**config.mk**
```make
export PLATFORM = sky130hd
export DESIGN_NAME = fixed_point_divider
export DESIGN_NICKNAME = d
export VERILOG_FILES = /design/src/rtl/fixed_point_pkg.sv /design/src/rtl/fixed_point_negate.sv /design/src/rtl/fixed_point_divider.sv
export SDC_FILE = /design/constraint.sdc
export NUM_CORES = 1
export LEC_CHECK = 0
export CAP_MARGIN = 25
export CELL_PAD_IN_SITES_DETAIL_PLACEMENT = 0
export CELL_PAD_IN_SITES_GLOBAL_PLACEMENT = 1
export CORE_MARGIN = 2
export CORE_UTILIZATION = 46
export DETAILED_ROUTE_END_ITERATION = 6
export GPL_TIMING_DRIVEN = 0
export PLACE_DENSITY_LB_ADDON = 0.2
export SLEW_MARGIN = 20
export SYNTH_ARGS = -nofsm -noshare
export SYNTH_HDL_FRONTEND = slang
export SYNTH_SLANG_ARGS = --single-unit
```
**constraint.sdc**
```tcl
create_clock -name clk -period 4.65 [get_ports clk]
set_input_delay 0.6975 -clock clk [delete_from_list [all_inputs] [get_ports clk]]
set_output_delay 0.6975 -clock clk [all_outputs]
set_load 0.02 [all_outputs]
```
**src/rtl/fixed_point_pkg.sv**
```systemverilog
// Shared fixed-point definitions: format defaults, divider state encoding and
// saturation constants (also used by the ALU).
package fixed_point_pkg;

   localparam int Q_DEFAULT = 12;
   localparam int N_DEFAULT = 32;
   localparam int SAT_W     = 64;

   typedef enum logic [1:0] {
      IDLE = 2'd0,
      CALC = 2'd1,
      FIX  = 2'd2,
      DONE = 2'd3
   } div_state_t;

   // Largest positive value of an n-bit two's complement word (n <= SAT_W).
   function automatic logic [SAT_W-1:0] sat_pos(input int n);
      return (SAT_W'(1) << (n - 1)) - SAT_W'(1);
   endfunction

   // Most negative value of an n-bit word; the low n bits are the pattern.
   function automatic logic [SAT_W-1:0] sat_neg(input int n);
      return SAT_W'(1) << (n - 1);
   endfunction

endpackage

```
**src/rtl/fixed_point_negate.sv**
```systemverilog
// Conditional two's-complement negation; used for operand magnitudes and to
// apply the result sign.
module fixed_point_negate #(
   parameter int W = 32
) (
   input  logic [W-1:0] value,
   input  logic         neg,
   output logic [W-1:0] result
);

   assign result = neg ? (~value + W'(1)) : value;

endmodule

```
**src/rtl/fixed_point_divider.sv**
```systemverilog
// Sequential signed fixed-point divider: out = trunc((a * 2^Q) / b), one
// restoring step per cycle. Define FIXED_POINT_DIVIDER_SATURATE_EN to clamp
// overflowing results instead of returning the low N quotient bits.
module fixed_point_divider
   import fixed_point_pkg::*;
#(
   parameter int Q = Q_DEFAULT,
   parameter int N = N_DEFAULT
) (
   input  logic         clk,
   input  logic         rst,
   input  logic [N-1:0] a,
   input  logic [N-1:0] b,
   input  logic         in_valid,
   output logic         in_ready,
   output logic [N-1:0] out,
   output logic         out_valid,
   input  logic         out_ready,
   output logic         overflow,
   output logic         div_by_zero
);

   localparam int W  = N + Q;
   localparam int CW = $clog2(W + 1);
   localparam logic [SAT_W-1:0] POS_LIMIT_W = sat_pos(N);
   localparam logic [W-1:0]     POS_LIMIT   = POS_LIMIT_W[W-1:0];
   localparam logic [W-1:0]     NEG_LIMIT   = POS_LIMIT + W'(1);
`ifdef FIXED_POINT_DIVIDER_SATURATE_EN
   localparam logic [SAT_W-1:0] SAT_NEG_W = sat_neg(N);
   localparam logic [N-1:0]     SAT_POS   = POS_LIMIT_W[N-1:0];
   localparam logic [N-1:0]     SAT_NEG   = SAT_NEG_W[N-1:0];
`endif

   div_state_t      state_reg, state_next;
   logic [CW-1:0]   count_reg;
   logic            sign_reg;
   logic [N-1:0]    mag_b_reg;
   logic [N-1:0]    rem_reg;
   logic [W-1:0]    work_reg;
   logic [N-1:0]    out_reg;
   logic            ovf_reg;
   logic            dbz_reg;

   logic [1:0][N-1:0] op_raw;
   logic [1:0][N-1:0] op_mag;
   logic [N:0]        rem_shift;
   logic              step_ge;
   logic [N-1:0]      rem_sub;
   logic [N-1:0]      signed_low;
   logic              dbz_next;
   logic              ovf_next;
   logic [N-1:0]      result_next;

   assign op_raw = {b, a};

   // Index 0 yields |a|, index 1 yields |b|; the most negative input maps to 2^(N-1).
   generate
      for (genvar gi = 0; gi < 2; gi++) begin : g_mag
         fixed_point_negate #(.W(N)) u_neg_op (
            .value  (op_raw[gi]),
            .neg    (op_raw[gi][N-1]),
            .result (op_mag[gi])
         );
      end
   endgenerate

   // Negation commutes with truncation, so only the low N quotient bits are signed.
   fixed_point_negate #(.W(N)) u_neg_q (
      .value  (work_reg[N-1:0]),
      .neg    (sign_reg),
      .result (signed_low)
   );

   // work_reg shifts dividend bits out of the top while quotient bits enter below.
   assign rem_shift = {rem_reg, work_reg[W-1]};
   assign step_ge   = rem_shift >= {1'b0, mag_b_reg};
   assign rem_sub   = rem_shift[N-1:0] - mag_b_reg;

   assign dbz_next = (mag_b_reg == '0);
   assign ovf_next = dbz_next |
                     (sign_reg ? (work_reg > NEG_LIMIT) : (work_reg > POS_LIMIT));

   always_comb begin
      result_next = signed_low;
`ifdef FIXED_POINT_DIVIDER_SATURATE_EN
      if (ovf_next) begin
         result_next = sign_reg ? SAT_NEG : SAT_POS;
      end
`endif
   end

   always_comb begin
      state_next = state_reg;
      case (state_reg)
         IDLE: if (in_valid) state_next = CALC;
         // One cycle past the last step is spent in CALC so FIX sees a settled quotient.
         CALC: if (count_reg == CW'(W)) state_next = FIX;
         FIX:  state_next = DONE;
         DONE: if (out_ready) state_next = IDLE;
         default: state_next = IDLE;
      endcase
   end

   always_ff @(posedge clk) begin
      if (rst) begin
         state_reg <= IDLE;
      end else begin
         state_reg <= state_next;
      end
   end

   always_ff @(posedge clk) begin
      if (rst) begin
         count_reg <= '0;
         sign_reg  <= 1'b0;
         mag_b_reg <= '0;
         rem_reg   <= '0;
         work_reg  <= '0;
         out_reg   <= '0;
         ovf_reg   <= 1'b0;
         dbz_reg   <= 1'b0;
      end else begin
         case (state_reg)
            IDLE: begin
               if (in_valid) begin
                  sign_reg  <= a[N-1] ^ b[N-1];
                  mag_b_reg <= op_mag[1];
                  rem_reg   <= '0;
                  work_reg  <= {op_mag[0], {Q{1'b0}}};
                  count_reg <= '0;
               end
            end
            CALC: begin
               if (count_reg != CW'(W)) begin
                  rem_reg   <= step_ge ? rem_sub : rem_shift[N-1:0];
                  work_reg  <= {work_reg[W-2:0], step_ge};
                  count_reg <= count_reg + CW'(1);
               end
            end
            FIX: begin
               out_reg <= result_next;
               ovf_reg <= ovf_next;
               dbz_reg <= dbz_next;
            end
            default: begin
            end
         endcase
      end
   end

   assign in_ready    = (state_reg == IDLE);
   assign out_valid   = (state_reg == DONE);
   assign out         = out_reg;
   assign overflow    = ovf_reg;
   assign div_by_zero = dbz_reg;

endmodule

```
==> results.md <==
* Status: finished clean
* Area contributors post-synth: dfxtp_1 (31%), xor2_1 (8.5%), nand2_1 (6.9%), o21ai_0 (6.1%), nor2_1 (5.3%)
* Worst hold path class: flop to flop
* Max FFs per register at 44
* Initial Util at 0.472
* Hold Buf Count CTS at 0
* Layout Area Growth over Synthesis at 20.3%
* Die Span X at approximately 150 um
* CTS tree: yes
* CTS Buf Count at 17
* Number of synthesized register bits at 151
* Via count of the first global-routing pass at a little under 9000
* CTS Buffer Depth at 2
* Top_reg_cell synth: dfxtp_1
* Yosys top cell area share at 0.314
* Fmax at 285 MHz
* Critical path launch point type: flop
* Hold Vio Cnt, Final at 0
* H-tree Lvls at 4
* Slew HR at 0.419
* Clk Latency, worst-skew pair at 0.43 ns
* Starting DRT DRC Count at approximately 700
* Post-CTS Resized at 0
* Maxcap violations at 0
* Row cnt at 52
* Post-synth cell types at 59
* DRT Wirelength at 27.9 mm
* Yosys top cell by area: dfxtp_1
* Diode count at 0
* DIE AREA at ~22000 um2
* Area of the multi-input gates at 6090 um2
* GR Overflow Total at 0
* Synth Instances at 1273
* Clock transition at the registers of the reported paths at 0.06 ns
* Crit-path max FO at 10
* Syn Area/Cell at 7.56 um2
* Routed wire per std cell at between 15 and 20 um
* Peak supply drop at 0.000282 V
* TNS Setup at 0 ns
* Post-synth top cells: nand2_1 (178), dfxtp_1 (151), nor2_1 (137)
* Clock Root Buffer: clkbuf_16
* Worst-margin pin slew at 0.849 ns
* Drc violations at 0
* CP arrival at ~3.8 ns
* Hpwl dp at 21.4 mm
* Die height at 149 um
* RSZ-0062 raised after global routing: no
* DRT antenna net count at 0
* Clock sink total at 151
* CP endpoint kind: flop
* PortBufs at 102
* WS Path Type: flop to flop
* Largest net degree at the start of global routing at 17
* FF/Latch Area at 3020 um2
* Share of layout cells above drive strength 1 at 0.0348
* Most common cell in the synthesized netlist: nand2_1
* Synthesized Nets at between 1000 and 1500
* Core Area at 20400 um2
* Total setup buffers inserted after CTS at 0
* Hold WS at 0.476 ns
* GRT Util Overall at 0.255
* Initial antenna violation count at 0
* P_leak at 4.36 nW
* Fillers at 2027
* Setup Viol. Count Final at 0
* Post-synthesis sequential area ratio at 0.314
* Ports at 104
* Drt first pass iters at 5
* Nets at 1504
* Via Count at between 9000 and 10000
* Slew Viols, Final at 0
* Post-synth EDFFs at 0
* Worst EP required at slightly below 5 ns
* Async SR Flop Fraction at 0
* Crit path time final at between 3 and 4 ns
* Clock skew at between 0.009 and 0.01 ns
* Final Wtd Congestion at just over 0.9
* Synth Cell Area at a little under 10000 um2
* Drt via density at 5.57
* PwrDens at 622 nW/um2
* Global-route wire length before repair at 45.2 mm
* Synth Warn # at 0
* Fin crit share at 0.755
[cells by family (layout without fill, tap and decap cells)]
group,count (synthesis),count (layout),synth area share
simple gates,440,440,0.206
compound gates,369,369,0.244
flops,151,151,0.314
buf+inv,133,267,0.0523
xor+xnor,119,119,0.108
fa+ha+maj,42,42,0.0554
mux,19,19,0.0198
[through the flow]
step	cell area [um2]	setup slack (ns)	instances	utilization	power [mW]
2_1_floorplan	9620	1.51	1273	-	4.56
5_1_grt	11600	0.936	1677	0.568	7.74
3_3_place_gp	11000	0.875	1645	0.539	5.73
4_1_cts	11600	1.16	1677	0.568	7.16
3_5_place_dp	11000	0.870	1645	0.539	5.76
6_report	11600	1.14	1677	0.568	7.19
[cell type report]
| class | count | area share |
|---|---|---|
| plain buffers | 77 | 0.0253 |
| clock buffers | 20 | 0.0386 |
| clock inverters | 12 | 0.0124 |
| inverters | 56 | 0.0182 |
| multi-input cells | 989 | 0.527 |
| flip-flops and latches | 151 | 0.261 |
| well taps | 270 | 0.0292 |
| repair buffers | 102 | 0.0882 |
[path summary, 6_finish.rpt]
path	start	to	slack [ns]	cells after the start
worst max-delay path	mag_b_reg[9]	rem_reg[29]	1.14	13
worst min-delay path	mag_b_reg[26]	mag_b_reg[26]	0.48	2
worst max register to register	mag_b_reg[9]	rem_reg[29]	1.14	13
worst min register to register	mag_b_reg[26]	mag_b_reg[26]	0.48	2
[power by group]
| part | leakage, nW | switching, mW | total, mW | internal [mW] |
|---|---|---|---|---|
| combinational | 2.86 | 2.40 | 3.82 | 1.42 |
| clock | 0.271 | 0.592 | 1.41 | 0.813 |
| sequential | 1.23 | 0.327 | 1.97 | 1.64 |
[layer usage]
| metal | global-route usage | wire [um] | share of wire | up-vias |
|---|---|---|---|---|
| met2 | 0.375 | 11700 | 0.42 | 247 |
| li1 | - | - | - | 4743 |
| met1 | 0.390 | 14400 | 0.51 | 4330 |
| met4 | 0.0557 | 311 | 0.011 | 0 |
| met5 | 0 | 0 | 0 | - |
| met3 | 0.0417 | 1540 | 0.055 | 25 |
[critical path, cell delays in order (launching register included)]
cell	delay, ns
dfxtp_1	0.36
inv_1	0.08
ha_1	0.27
clkbuf_1	0.29
inv_1	0.11
or3_1	0.44
a2111o_1	0.41
nand4b_1	0.18
a31o_2	0.17
buf_2	0.20
clkbuf_1	0.49
nor2_1	0.11
a21oi_1	0.14
o21ai_0	0.11
[layout by cell type, fill, tap and decap left out, types with 19 or more instances in the layout]
cell,n
ha_1,41
o21ai_0,117
xor2_1,93
a22oi_1,20
a21oi_1,69
dfxtp_1,151
a211oi_1,64
nor4_1,19
inv_1,56
nand2_1,178
mux2i_1,19
o31ai_1,32
clkbuf_1,72
clkdlybuf4s50_1,102
xnor2_1,26
nor2_1,137
Note: power is estimated with default switching activity, not from simulation.
